**config.mk**
```make
export PLATFORM = sky130hd
export DESIGN_NAME = muxn_rr_flat
export DESIGN_NICKNAME = d
export VERILOG_FILES = /design/src/rtl/mux_pkg.sv /design/src/rtl/muxn_rr_if.sv /design/src/rtl/rr_pick.sv /design/src/rtl/muxn_rr.sv /design/src/flat_wrapper.sv
export SDC_FILE = /design/constraint.sdc
export NUM_CORES = 1
export LEC_CHECK = 0
export ABC_AREA = 0
export ABC_CLOCK_PERIOD_IN_PS = 3130
export CAP_MARGIN = 20
export CORE_ASPECT_RATIO = 1.75
export CORE_MARGIN = 2
export CORE_UTILIZATION = 30
export CTS_BUF_LIST = sky130_fd_sc_hd__clkbuf_8
export DETAILED_ROUTE_END_ITERATION = 7
export HOLD_SLACK_MARGIN = 0.1
export SETUP_SLACK_MARGIN = 0.3
export SYNTH_ARGS = -nofsm -noshare
export SYNTH_HDL_FRONTEND = slang
export SYNTH_SLANG_ARGS = --single-unit
```
**constraint.sdc**
```tcl
create_clock -name clk -period 3.13 [get_ports clk]
set_clock_uncertainty 0.1 [all_clocks]
set_input_delay 0.626 -clock clk [delete_from_list [all_inputs] [get_ports clk]]
set_output_delay 0.626 -clock clk [all_outputs]
set_load 0.01 [all_outputs]
```
**src/rtl/mux_pkg.sv**
```systemverilog
// Shared types and helpers for the registered N-channel selector family.
package mux_pkg;

  // Arbitration policy: fixed lowest-index-wins, or rotating round-robin.
  typedef enum logic {
    MODE_FIXED = 1'b0,
    MODE_RR    = 1'b1
  } mode_t;

  // Width of a channel index; a 1-channel or 2-channel selector still needs one bit.
  function automatic int selw(input int n);
    return (n < 2) ? 1 : $clog2(n);
  endfunction

endpackage

```
**src/rtl/muxn_rr_if.sv**
```systemverilog
// Bundle of producer-side and consumer-side signals of muxn_rr.
//
// Handshake semantics: a word moves across a channel on a rising clock edge
// exactly when that channel's valid and ready are both high. A producer holds
// valid and data stable until that edge; ready may be high without valid.
// On the output side out_valid/out_ready follow the same rule.
interface muxn_rr_if
  import mux_pkg::*;
#(
  parameter int N_CH  = 4,
  parameter int WIDTH = 8
);
  localparam int SELW = selw(N_CH);

  logic [N_CH*WIDTH-1:0] in_data;
  logic [N_CH-1:0]       in_valid;
  logic [N_CH-1:0]       in_ready;
  logic                  sel_en;
  logic [SELW-1:0]       sel;
  logic [WIDTH-1:0]      out_data;
  logic [SELW-1:0]       out_ch;
  logic                  out_valid;
  logic                  out_ready;

  // Environment side: producers, select control and the consumer.
  modport master (
    output in_data, in_valid, sel_en, sel, out_ready,
    input  in_ready, out_data, out_ch, out_valid
  );

  // Selector side.
  modport slave (
    input  in_data, in_valid, sel_en, sel, out_ready,
    output in_ready, out_data, out_ch, out_valid
  );

endinterface

```
**src/rtl/rr_pick.sv**
```systemverilog
// Rotating first-one search: the first set request at or after start_i,
// wrapping from N-1 back to 0.
module rr_pick
  import mux_pkg::*;
#(
  parameter  int N  = 4,
  localparam int IW = selw(N)
) (
  input  logic [N-1:0]  req_i,
  input  logic [IW-1:0] start_i,
  output logic          gnt_any_o,
  output logic [IW-1:0] gnt_idx_o
);

  // Scan offsets from farthest to nearest so the nearest hit is written last.
  always_comb begin
    gnt_any_o = 1'b0;
    gnt_idx_o = '0;
    for (int k = N - 1; k >= 0; k--) begin
      for (int i = 0; i < N; i++) begin
        if (req_i[i] && (((int'(start_i) + k) % N) == i)) begin
          gnt_any_o = 1'b1;
          gnt_idx_o = IW'(i);
        end
      end
    end
  end

endmodule

```
**src/rtl/muxn_rr.sv**
```systemverilog
// N-channel, WIDTH-bit registered selector with a single output stage.
module muxn_rr
  import mux_pkg::*;
#(
  parameter int    N_CH  = 4,
  parameter int    WIDTH = 8,
  parameter mode_t MODE  = MODE_RR
) (
  input  logic      clk,
  input  logic      reset,
  muxn_rr_if.slave  bus
);
  localparam int SELW = selw(N_CH);

  logic [N_CH-1:0]  mask;
  logic [SELW-1:0]  start;
  logic             gnt_any;
  logic [SELW-1:0]  gnt_idx;
  logic             load;
  logic [WIDTH-1:0] word;

  logic             out_valid_q, out_valid_d;
  logic [WIDTH-1:0] out_data_q,  out_data_d;
  logic [SELW-1:0]  out_ch_q,    out_ch_d;
  logic [SELW-1:0]  ptr_q,       ptr_d;

  // Eligible requests: all valids, or only the forced channel (none if out of range).
  always_comb begin
    mask = '0;
    if (!bus.sel_en) begin
      mask = bus.in_valid;
    end else begin
      for (int i = 0; i < N_CH; i++) begin
        if (bus.sel == SELW'(i)) mask[i] = bus.in_valid[i];
      end
    end
  end

  // Fixed priority is the rotating search anchored at channel 0.
  assign start = (MODE == MODE_RR) ? ptr_q : '0;

  rr_pick #(.N(N_CH)) u_pick (
    .req_i     (mask),
    .start_i   (start),
    .gnt_any_o (gnt_any),
    .gnt_idx_o (gnt_idx)
  );

  // The output stage can take a word when empty or draining this cycle.
  assign load = !out_valid_q || bus.out_ready;

  // One-hot ready to the granted channel; silent during reset and stalls.
  always_comb begin
    bus.in_ready = '0;
    for (int i = 0; i < N_CH; i++) begin
      bus.in_ready[i] = !reset && load && gnt_any && (gnt_idx == SELW'(i));
    end
  end

  // Route the granted channel's word to the output register input.
  always_comb begin
    word = '0;
    for (int i = 0; i < N_CH; i++) begin
      if (gnt_idx == SELW'(i)) word = bus.in_data[i*WIDTH +: WIDTH];
    end
  end

  // Next state of the output stage and rotation pointer.
  always_comb begin
    out_valid_d = out_valid_q;
    out_data_d  = out_data_q;
    out_ch_d    = out_ch_q;
    ptr_d       = ptr_q;
    if (load) begin
      if (gnt_any) begin
        out_valid_d = 1'b1;
        out_data_d  = word;
        out_ch_d    = gnt_idx;
        if (MODE == MODE_RR) begin
          ptr_d = (gnt_idx == SELW'(N_CH - 1)) ? '0 : gnt_idx + SELW'(1);
        end else begin
          ptr_d = '0;
        end
      end else begin
        out_valid_d = 1'b0;
      end
    end
  end

  // State registers; reset discards any held word.
  always_ff @(posedge clk) begin
    if (reset) begin
      out_valid_q <= 1'b0;
      out_data_q  <= '0;
      out_ch_q    <= '0;
      ptr_q       <= '0;
    end else begin
      out_valid_q <= out_valid_d;
      out_data_q  <= out_data_d;
      out_ch_q    <= out_ch_d;
      ptr_q       <= ptr_d;
    end
  end

  assign bus.out_valid = out_valid_q;
  assign bus.out_data  = out_data_q;
  assign bus.out_ch    = out_ch_q;

endmodule

```
**src/flat_wrapper.sv**
```systemverilog
// flat-port wrapper written by rule: the top's interface ports become plain ports
module muxn_rr_flat import mux_pkg::*;
#(
  parameter int    N_CH  = 4,
  parameter int    WIDTH = 8,
  parameter mode_t MODE  = MODE_RR
)
  (clk, reset, bus_in_data, bus_in_valid, bus_sel_en, bus_sel, bus_out_ready, bus_in_ready, bus_out_data, bus_out_ch, bus_out_valid);
  muxn_rr_if #(.N_CH(N_CH), .WIDTH(WIDTH)) bus_i ();
  input  logic clk;
  input  logic reset;
  input wire logic [$bits(bus_i.in_data)-1:0] bus_in_data;
  input wire logic [$bits(bus_i.in_valid)-1:0] bus_in_valid;
  input wire logic [$bits(bus_i.sel_en)-1:0] bus_sel_en;
  input wire logic [$bits(bus_i.sel)-1:0] bus_sel;
  input wire logic [$bits(bus_i.out_ready)-1:0] bus_out_ready;
  output wire logic [$bits(bus_i.in_ready)-1:0] bus_in_ready;
  output wire logic [$bits(bus_i.out_data)-1:0] bus_out_data;
  output wire logic [$bits(bus_i.out_ch)-1:0] bus_out_ch;
  output wire logic [$bits(bus_i.out_valid)-1:0] bus_out_valid;
  assign bus_i.in_data = bus_in_data;
  assign bus_i.in_valid = bus_in_valid;
  assign bus_i.sel_en = bus_sel_en;
  assign bus_i.sel = bus_sel;
  assign bus_i.out_ready = bus_out_ready;
  assign bus_in_ready = bus_i.in_ready;
  assign bus_out_data = bus_i.out_data;
  assign bus_out_ch = bus_i.out_ch;
  assign bus_out_valid = bus_i.out_valid;
  muxn_rr #(.N_CH(N_CH), .WIDTH(WIDTH), .MODE(MODE)) u_core (.clk(clk), .reset(reset), .bus(bus_i));
endmodule
```
==> results of run 1 <==
==> per-layer routing <==
layer	global-route usage	wire length (um)	part of all wire
met2	0.321	1950	0.56
met1	0.180	1330	0.38
met3	0.0360	171	0.049
met4	0.0727	54	0.015
met5	0	0	0
==> registers in the layout, summed over array words and instances (netlist names) <==
register,flops
u_core.bus.out_valid,1
u_core.bus.out_data,8
u_core.ptr_q,2
u_core.bus.out_ch,2
==> cell type report <==
type | instances | area (sq um)
Clock buffer | 3 | 41.3
Inverter | 4 | 15.0
Sequential cell | 13 | 260
Tap cell | 45 | 56.3
Multi-Input combinational cell | 101 | 818
Clock inverter | 1 | 3.75
Fill cell | 332 | 1440
Timing Repair Buffer | 85 | 759
==> worst max-delay path: stages <==
cell and delay (ns):
buf_4 0.13, nand2b_4 0.15, a21bo_4 0.22, buf_6 0.12
a41oi_4 0.23, nor2b_4 0.21, buf_6 0.11, and2_1 0.11
buf_2 0.12
==> stage by stage <==
stage	cell area (sq um)	setup WS, ns
6_report	1950	0.369
5_1_grt	1950	0.277
4_1_cts	1920	0.305
3_5_place_dp	1780	-0.511
3_3_place_gp	1780	-0.425
2_1_floorplan	1070	0.269
==> power by group through the flow <==
stage,Sequential (W),Combinational [W],Clock (W)
2_1_floorplan,0.000222,0.000199,0
3_3_place_gp,0.000214,0.000367,0
3_5_place_dp,0.000215,0.000373,0
4_1_cts,0.000212,0.000405,0.000149
5_1_grt,0.000215,0.000459,0.000156
6_report,0.000212,0.000420,0.000145
==> synthesized netlist by cell type, drive strengths merged <==
cell / instances
clkbuf: 5
a221oi: 7
nand4: 2
ha: 4
inv: 4
and2: 4
nand2b: 8
a21boi: 1
buf: 2
a22oi: 1
a211oi: 9
nand2: 5
nand3b: 1
nor2: 14
nand3: 2
mux2i: 1
a21bo: 3
dfxtp: 13
a41oi: 1
and3: 2
a21oi: 15
o21ai: 3
nor2b: 9
a41o: 1
o211ai: 1
nor3: 7
==> worst paths after layout <==
kind / depth (start not counted) / end / slack [ns]
worst max register to register: 12 / u_core.bus.out_data[4] / 0.74
worst max-delay path: 9 / bus_in_ready[1] / 0.37
worst min-delay path: 2 / u_core.bus.out_ch[1] / 0.38
worst min register to register: 2 / u_core.bus.out_ch[1] / 0.38
==> logic make-up after synthesis <==
kind of cell             after synthesis  synth area share
flip-flops                            13             0.244
multiplexers                           1           0.00940
buffers and inverters                 11            0.0529
AND/OR/NAND/NOR                       54             0.309
adder cells (fa/ha/maj)                4            0.0470
AO/OA/AOI/OAI                         42             0.337
==> timing repair <==
action	in CTS	in global routing
pin swaps	3	7
setup buffers	7	3
resized for setup	48	10
hold endpoints to repair	0	0
endpoints found under the setup margin	12	11
cloned	0	0
==> results.txt, run 1 <==
Run status = completed
Synth Register Bits = 13
Layout net count = 254
Reg-to-Reg Start = u_core.ptr_q[1]
Mapped Area = 1060 sq um
Worst skew pair latency = 0.24 ns
Die W = 49.0 um
Most frequent cells in the layout = clkdlybuf4s50_1 (45), buf_4 (26), a21oi_1 (14)
Vias in the first global route = 1271
Maximum clock frequency = 362 MHz
I/O pins = 57
Synth-to-layout area growth = 83.5%
Vias per Instance = 4.93
DIE AREA = 4060 sq um
PnR Total Power = 0.000777 W
Worst Tran Pin Value = 0.298 ns
Post-route core utilization = 0.575
Largest net degree at the start of global routing = 22
Switching pwr = 0.000263 W
Setup TNS = 0 ns
Core area = 3400 sq um
Comb power frac = 0.540
DRC errors left = 0
Clock root buffer = clkbuf_8
Crit path launch = bus_sel[0]
DR vias = 1243
Sw frac = 0.338
Die height = 82.8 um
IO Port Bufs = 56
Hold buffers post-CTS = 0
Routed len/inst = 13.9 um
Final hold vios = 0
Critical Path End Type = primary output
Gr ovfl total = 0
# Max-Cap Violations = 0
N_diodes = 0
Worst path required time = 2.40 ns
Post-route insts no fill = 252
TritonCTS clock tree = yes
Critical path fanouts, max = 4
Tmin final = 2.76 ns
Internal = 0.000514 W
CTS Sinks = 13
Routed WL = 3500 um
Worst vdd ir = 0.353 mV
Layout cell share with drive strength beyond 1 = 0.372
RSZ-0062 raised after global routing = false
Starting density of the core = 0.313
Worst Hold Class = register to register
Yosys warnings = 0
Initial antenna violation count = 0
First-pass GRT wire length = 5610 um
Drt first-iter violations = 28
Mapped Cells = 125
Dpl hpwl = 2580 um
Hold Startpoint = u_core.bus.out_ch[1]
Mapped Avg Cell Area = 8.52 sq um
Crit Path Class = input pin to primary output
Post-synth top area cell = dfxtp_1
Yosys top cell area share = 0.244
DR pass1 iterations = 4
Detail Route Antenna Nets = 0
Relative slew margins = 0.802
Flop pwr share = 0.273
Area contributors post-synth = dfxtp_1 (24%), a211oi_2 (9.4%), a21oi_1 (6.6%)
Placer congestion estimate = 0.793
Max-slew violations = 0
Power per standard cell area = 398 nW/um^2
Rows = 28
Syn nets = 171
Tcrit/Tclk final = 0.882
Final hold slack = 0.380 ns
Netlist cell types = 34
Power share of the clock group = 0.187
Num CTS Buffers = 3
Gr usage total = 0.172
# placed instances = 238
Worst-path clk slew = 0.05 ns
Setup crit start kind = input pin
Sequential share of the synthesized area = 0.244
Clk buf depth = 2
Leakage = 0.822 nW
Count of final setup violators = 0
Critical Path AT = 2.03 ns
H-tree depth = 1
Most common cell after layout, fill and taps aside = clkdlybuf4s50_1
Power figures use the tool's default switching activity.
==> inputs of run 2 (changes only) <==
Settings changed: ABC_AREA 0 to 1.
==> run 2 against run 1 <==
Compared with the run above: global-route usage increased by 2.7 points; non-clock buffer count increased by 11; largest cell class unchanged; critical path type unchanged; die area is 2.2% higher; sequential cell count unchanged.
==> results.txt, run 2 <==
DIE AREA = 4150 sq um
Core area = 3560 sq um
Fraction of registers with async set/reset = 0
CTS Sinks = 13
Hold Path Stages = 2
Syn nets = 239
Yosys top cell area share = 0.239
Crit Path Class = input pin to primary output
Count of final setup violators = 0
Routed WL = 4100 um
Post-route insts no fill = 331
Dpl hpwl = 3030 um
Synth Flop Type = dfxtp_1
Critical Path AT = 2.29 ns
DR vias = 1508
Reg-to-Reg Start = u_core.ptr_q[0]
N_diodes = 0
Most common cell after layout, fill and taps aside = clkdlybuf4s50_1
Tmin final = 3.01 ns
Gr usage total = 0.199
H-tree depth = 1
Vias in the first global route = 1492
Power per standard cell area = 866 nW/um^2
DR pass1 iterations = 4
Setup crit start kind = input pin
Leakage = 1.05 nW
First-pass GRT wire length = 6470 um
PnR Total Power = 0.00195 W
Worst path required time = 2.40 ns
Placer congestion estimate = 0.924
Maximum clock frequency = 332 MHz
TritonCTS clock tree = yes
Sequential share of the synthesized area = 0.239
Worst reg2reg path endpoint = u_core.bus.out_data[5]
Relative slew margins = 0.816
Gr ovfl total = 0
Vias per Instance = 4.56
Worst Reg-to-Reg Cells = 24
Clock root buffer = clkbuf_8
R2R Setup Slk = 0.47 ns
Die height = 83.7 um
Max-slew violations = 0
Mapped Avg Cell Area = 5.65 sq um
IO Port Bufs = 56
Worst Tran Pin Value = 0.276 ns
Most frequent cells in the layout = clkdlybuf4s50_1 (45), nand2_1 (44), buf_4 (39)
Synth Register Bits = 13
Synth-to-layout area growth = 107%
Mapped Cells = 193
Final hold slack = 0.383 ns
Critical path fanouts, max = 4
Routed len/inst = 12.4 um
Num CTS Buffers = 3
Hold Startpoint = u_core.bus.out_data[5]
Netlist cell types = 20
RSZ-0062 raised after global routing = true
Hold buffers post-CTS = 0
Number of synthesized flops with an enable pin = 0
Die W = 49.6 um
Drt first-iter violations = 20
Worst-path clk slew = 0.05 ns
Top-count cell post-synth = nand2_1
Area contributors post-synth = dfxtp_1 (24%), nand2_1 (21%), o21ai_0 (13%)
Layout net count = 332
Number of flip-flops in the largest register = 8
Tcrit/Tclk final = 0.963
Worst Hold Class = register to register
Mapped Area = 1090 sq um
Critical Path End Type = primary output
Hold-critical path endpoint = u_core.bus.out_data[5]
Worst skew pair latency = 0.24 ns
Layout cell share with drive strength beyond 1 = 0.347
Starting density of the core = 0.306
DRC errors left = 0
# placed instances = 313
I/O pins = 57
Detail Route Antenna Nets = 0
Yosys warnings = 0
# Max-Cap Violations = 0
Rows = 29
Initial antenna violation count = 0
Post-synth top area cell = dfxtp_1
Filler cells = 346
Run status = completed
Final hold vios = 0
Worst vdd ir = 0.562 mV
Post-synth top cells = nand2_1 (60), o21ai_0 (28), nor2_1 (26), inv_1 (16)
Largest net degree at the start of global routing = 17
Clk buf depth = 2
-- run 2: final cells by class --
class                      count  area (sq um)  area share
tap                           46          57.6      0.0255
multi-input combinational    153           920       0.408
timing repair buffer          96           867       0.385
clock inverter                 1          3.75     0.00166
inverter                      19           101      0.0450
sequential                    13           264       0.117
clock buffer                   3          41.3      0.0183
-- run 2: critical path, stage by stage --
cell and delay, ns:
buf_12 0.11, nand2_4 0.08, nand2_2 0.05, nand3_2 0.08, nand2_2 0.09, nand2_2 0.09, nand2_2 0.05, nand2_1 0.07
nand2_1 0.05, nand2_1 0.05, nand2_1 0.04, nand2_1 0.06, nand2_1 0.06, nand2_1 0.06, nand2_1 0.06, nand2_2 0.08
nand2_4 0.08, buf_6 0.13, ha_4 0.16, inv_4 0.06, nor2_4 0.03, buf_6 0.11
-- run 2: stage by stage --
stage / setup TNS (ns) / setup WS (ns) / util / area (sq um)
finish: 0 / 0.116 / 0.634 / 2250
global route: 0 / 0.00123 / 0.634 / 2250
CTS: 0 / 0.184 / 0.614 / 2180
detailed placement: -5.00 / -0.681 / 0.536 / 1910
global placement: -4.66 / -0.682 / 0.536 / 1910
floorplan: 0 / 0.284 / - / 1160
-- run 2: worst max path at each step --
stage,start,end,slack [ns]
global placement,bus_sel[0],bus_in_ready[1],-0.68
finish,bus_sel[0],bus_in_ready[3],0.12
CTS,bus_sel[1],bus_in_ready[3],0.18
floorplan,bus_sel[1],bus_in_ready[3],0.28
detailed placement,bus_sel[1],bus_in_ready[1],-0.68
global route,bus_sel[1],bus_in_ready[3],0.001
-- run 2: where the power goes --
part / total, W / switching [W] / internal (W)
logic: 0.00153 / 0.000795 / 0.000735
registers: 0.000279 / 0.0000436 / 0.000236
clock network: 0.000144 / 0.0000573 / 0.0000863
-- run 2: routing by layer --
layer | part of all wire | wire [um] | up-vias | GRT usage
met2 | 0.60 | 2460 | 50 | 0.421
met5 | 0 | 0 | - | 0
met3 | 0.032 | 133 | 9 | 0.0197
li1 | - | - | 802 | -
met4 | 0.023 | 95 | 0 | 0.0631
met1 | 0.34 | 1410 | 647 | 0.183
-- run 2: repair_timing --
action / 4_1_cts / 5_1_grt
pin swaps: 16 / 14
setup endpoints to repair: 12 / 12
gates resized for setup: 88 / 26
hold endpoints to repair: 0 / 0
setup buffers: 11 / 3
-- run 2: kinds of logic after synthesis --
kind of cell | after synthesis | synth area share
DFF | 13 | 0.239
adders and majority gates | 4 | 0.0459
and+or+nand+nor | 102 | 0.383
AOI/OAI and AO/OA | 47 | 0.228
buffers and inverters | 27 | 0.103
==> inputs of run 3 (changes only) <==
Settings changed: CORE_UTILIZATION 30 to 41, CTS_CLUSTER_SIZE set to 40, PLACE_DENSITY set to 0.85.
==> run 3 against run 2 <==
Compared with the run above: the run now fails in global routing; synthesized cell count did not move; synthesized area unchanged.
==> results.txt, run 3 <==
Run status = did not finish
Exit stage = global routing
Halt Reason = [ERROR DPL-0038] Utilization greater than 100%, impossible to legalize
Worst_ep kind = top-level output
CTS Sinks = 13
Yosys top cell area share = 0.239
Mapped Area = 1090 sq um
Post-synth top area cell = dfxtp_1
IO Port Bufs = 56
DP Area = 1880 sq um
Synth Flop Type = dfxtp_1
Num CTS Buffers = 3
Largest net degree at the start of global routing = 17
H-tree depth = 1
Die height = 72.2 um
Clock root buffer = clkbuf_8
Post-synth top cells = nand2_1 (60), o21ai_0 (28), nor2_1 (26), inv_1 (16)
Sequential share of the synthesized area = 0.239
Netlist cell types = 20
I/O pins = 57
GRT worst endpoint = bus_in_ready[1]
Dpl hpwl = 2970 um
Synth Register Bits = 13
Post-Place Setup Slack = -0.732 ns
Placer congestion estimate = 0.943
Hold buffers post-CTS = 0
Clk buf depth = 2
Top-count cell post-synth = nand2_1
Mapped Cells = 193
Syn nets = 239
Starting density of the core = 0.432
Number of synthesized flops with an enable pin = 0
# placed instances = 293
Mapped Avg Cell Area = 5.65 sq um
Fraction of registers with async set/reset = 0
Die W = 43.0 um
Yosys warnings = 0
Area contributors post-synth = dfxtp_1 (24%), nand2_1 (21%), o21ai_0 (13%)
Rows = 24
==> run 3: cell counts after synthesis <==
Identical to the previous run, type by type.
==> run 3: what timing repair did <==
item / in CTS
pin swaps: 17
endpoints found under the setup margin: 12
gates resized for setup: 80
setup buffers: 26
==> run 3: cell families after synthesis <==
logic type,share of synthesized area
buffers and inverters,0.103
flip-flops,0.239
AO/OA/AOI/OAI,0.228
AND/OR/NAND/NOR,0.383
adder cells (fa/ha/maj),0.0459
==> run 3: per-stage QoR <==
stage	utilization	hold WS (ns)	setup TNS, ns
after detailed placement	0.746	0.372	-4.86
after CTS	0.891	0.384	0
after global placement	0.746	0.362	-3.69
after floorplan	-	0.404	0
==> inputs of run 4 (changes only) <==
Settings changed: CORE_AREA set to 2 2 63 65, CORE_ASPECT_RATIO 1.75 to not set, CORE_MARGIN 2 to not set, CORE_UTILIZATION 41 to not set, CTS_BUF_LIST sky130_fd_sc_hd__clkbuf_8 to not set, CTS_CLUSTER_SIZE 40 to not set, DIE_AREA set to 0 0 65 67, HOLD_SLACK_MARGIN 0.1 to not set, PLACE_DENSITY 0.85 to not set, PLACE_DENSITY_LB_ADDON set to 0.15, SETUP_SLACK_MARGIN 0.3 to not set.
==> run 4 against run 3 <==
Compared with the run above: the flow now finishes without violations.
==> results.txt, run 4 (same netlist as run 2, synthesis figures left out) <==
Run status = completed
Starting density of the core = 0.302
Relative slew margins = 0.809
Die W = 65 um
Final hold slack = 0.382 ns
Slowest stage cell, crit path = buf_4
Clock root buffer = clkbuf_8
Maximum clock frequency = 331 MHz
Final hold vios = 0
Drt first-iter violations = 62
Critical Path AT = 3.05 ns
I/O pins = 57
Dpl hpwl = 2680 um
TritonCTS clock tree = yes
Power per standard cell area = 891 nW/um^2
Vias in the first global route = 1461
Vias per Instance = 4.54
CTS Sinks = 13
H-tree depth = 1
Post-route core utilization = 0.601
N_diodes = 0
Routed len/inst = 10.8 um
Hold buffers post-CTS = 0
Worst path required time = 3.16 ns
Worst-path clk slew = 0.06 ns
DR pass1 iterations = 4
Initial antenna violation count = 0
Worst skew pair latency = 0.24 ns
Detail Route Antenna Nets = 0
Largest net degree at the start of global routing = 17
Worst path max stage delay = 0.12 ns
Most common cell on crit path = buf_4
Layout net count = 333
Routed WL = 3600 um
Tcrit/Tclk final = 0.967
Most common cell after layout, fill and taps aside = nand2_1
Worst Hold Class = register to register
# Max-Cap Violations = 0
First-pass GRT wire length = 5810 um
Num CTS Buffers = 3
IO Port Bufs = 56
Critical Path End Type = register
Gr ovfl total = 0
Setup crit start kind = input pin
Synth-to-layout area growth = 98.7%
Die height = 67 um
Gr usage total = 0.169
Core area = 3610 sq um
# placed instances = 313
Placer congestion estimate = 0.776
Clk buf depth = 2
Count of final setup violators = 0
Max-slew violations = 0
Tmin final = 3.03 ns
Post-route insts no fill = 334
Setup TNS = 0 ns
Number of flip-flops in the largest register = 8
Rows = 22
Worst vdd ir = 0.404 mV
Layout cell share with drive strength beyond 1 = 0.311
Crit Path Class = input pin to register
Worst Tran Pin Value = 0.286 ns
Most frequent cells in the layout = nand2_1 (48), clkdlybuf4s50_1 (45), buf_4 (42)
DR vias = 1516
Filler cells = 348
Leakage = 1.03 nW
DIE AREA = 4360 sq um
Critical path fanouts, max = 3
DRC errors left = 0
run 4: report_power, final:
part	switching, W	internal (W)	leakage (nW)
registers	0.0000449	0.000235	0.109
logic	0.000755	0.000744	0.900
clock network	0.0000618	0.0000879	0.0255
total	0.000862	0.00107	1.03
run 4: timing repair:
action	CTS	global route
pin swaps	10	13
resized for setup	47	38
endpoints found under the setup margin	9	12
setup buffers	15	2
run 4: final timing paths:
kind                                             start                      to  slack (ns)  cells after the start
worst min-delay path            u_core.bus.out_data[3]  u_core.bus.out_data[3]        0.38                      2
worst max-delay path                        bus_sel[1]         u_core.ptr_q[0]        0.10                     30
worst max register to register         u_core.ptr_q[0]         u_core.ptr_q[0]        0.14                     27
worst min register to register  u_core.bus.out_data[3]  u_core.bus.out_data[3]        0.38                      2
run 4: cell type report:
type,instances,area [sq um],area share
Multi-Input combinational cell,153,862,0.398
Timing Repair Buffer,97,853,0.394
Sequential cell,13,264,0.122
Inverter,19,80.1,0.0370
Tap cell,48,60.1,0.0277
Clock buffer,3,41.3,0.0191
Clock inverter,1,5.00,0.00231
run 4: per-stage QoR:
| step | power, W | cell area (sq um) | setup WS (ns) |
|---|---|---|---|
| CTS | 0.00186 | 2080 | 0.00000777 |
| finish | 0.00193 | 2170 | 0.104 |
| global placement | 0.00147 | 1850 | -0.653 |
| global route | 0.00213 | 2170 | -0.0614 |
| floorplan | 0.000990 | 1090 | 0.0176 |
| detailed placement | 0.00147 | 1850 | -0.705 |
run 4: routing by layer:
metal	vias up	part of all wire	GRT usage
met2	37	0.55	0.344
met3	0	0.049	0.0439
met5	-	0	0
met4	0	0	0.0239
li1	811	-	-
met1	668	0.40	0.175
run 4: worst max-delay path, delay by kind of cell:
| family | cells | cell delay, ns |
|---|---|---|
| AO/OA/AOI/OAI | 1 | 0.06 |
| buffers and inverters | 13 | 1.47 |
| AND/OR/NAND/NOR | 16 | 0.91 |
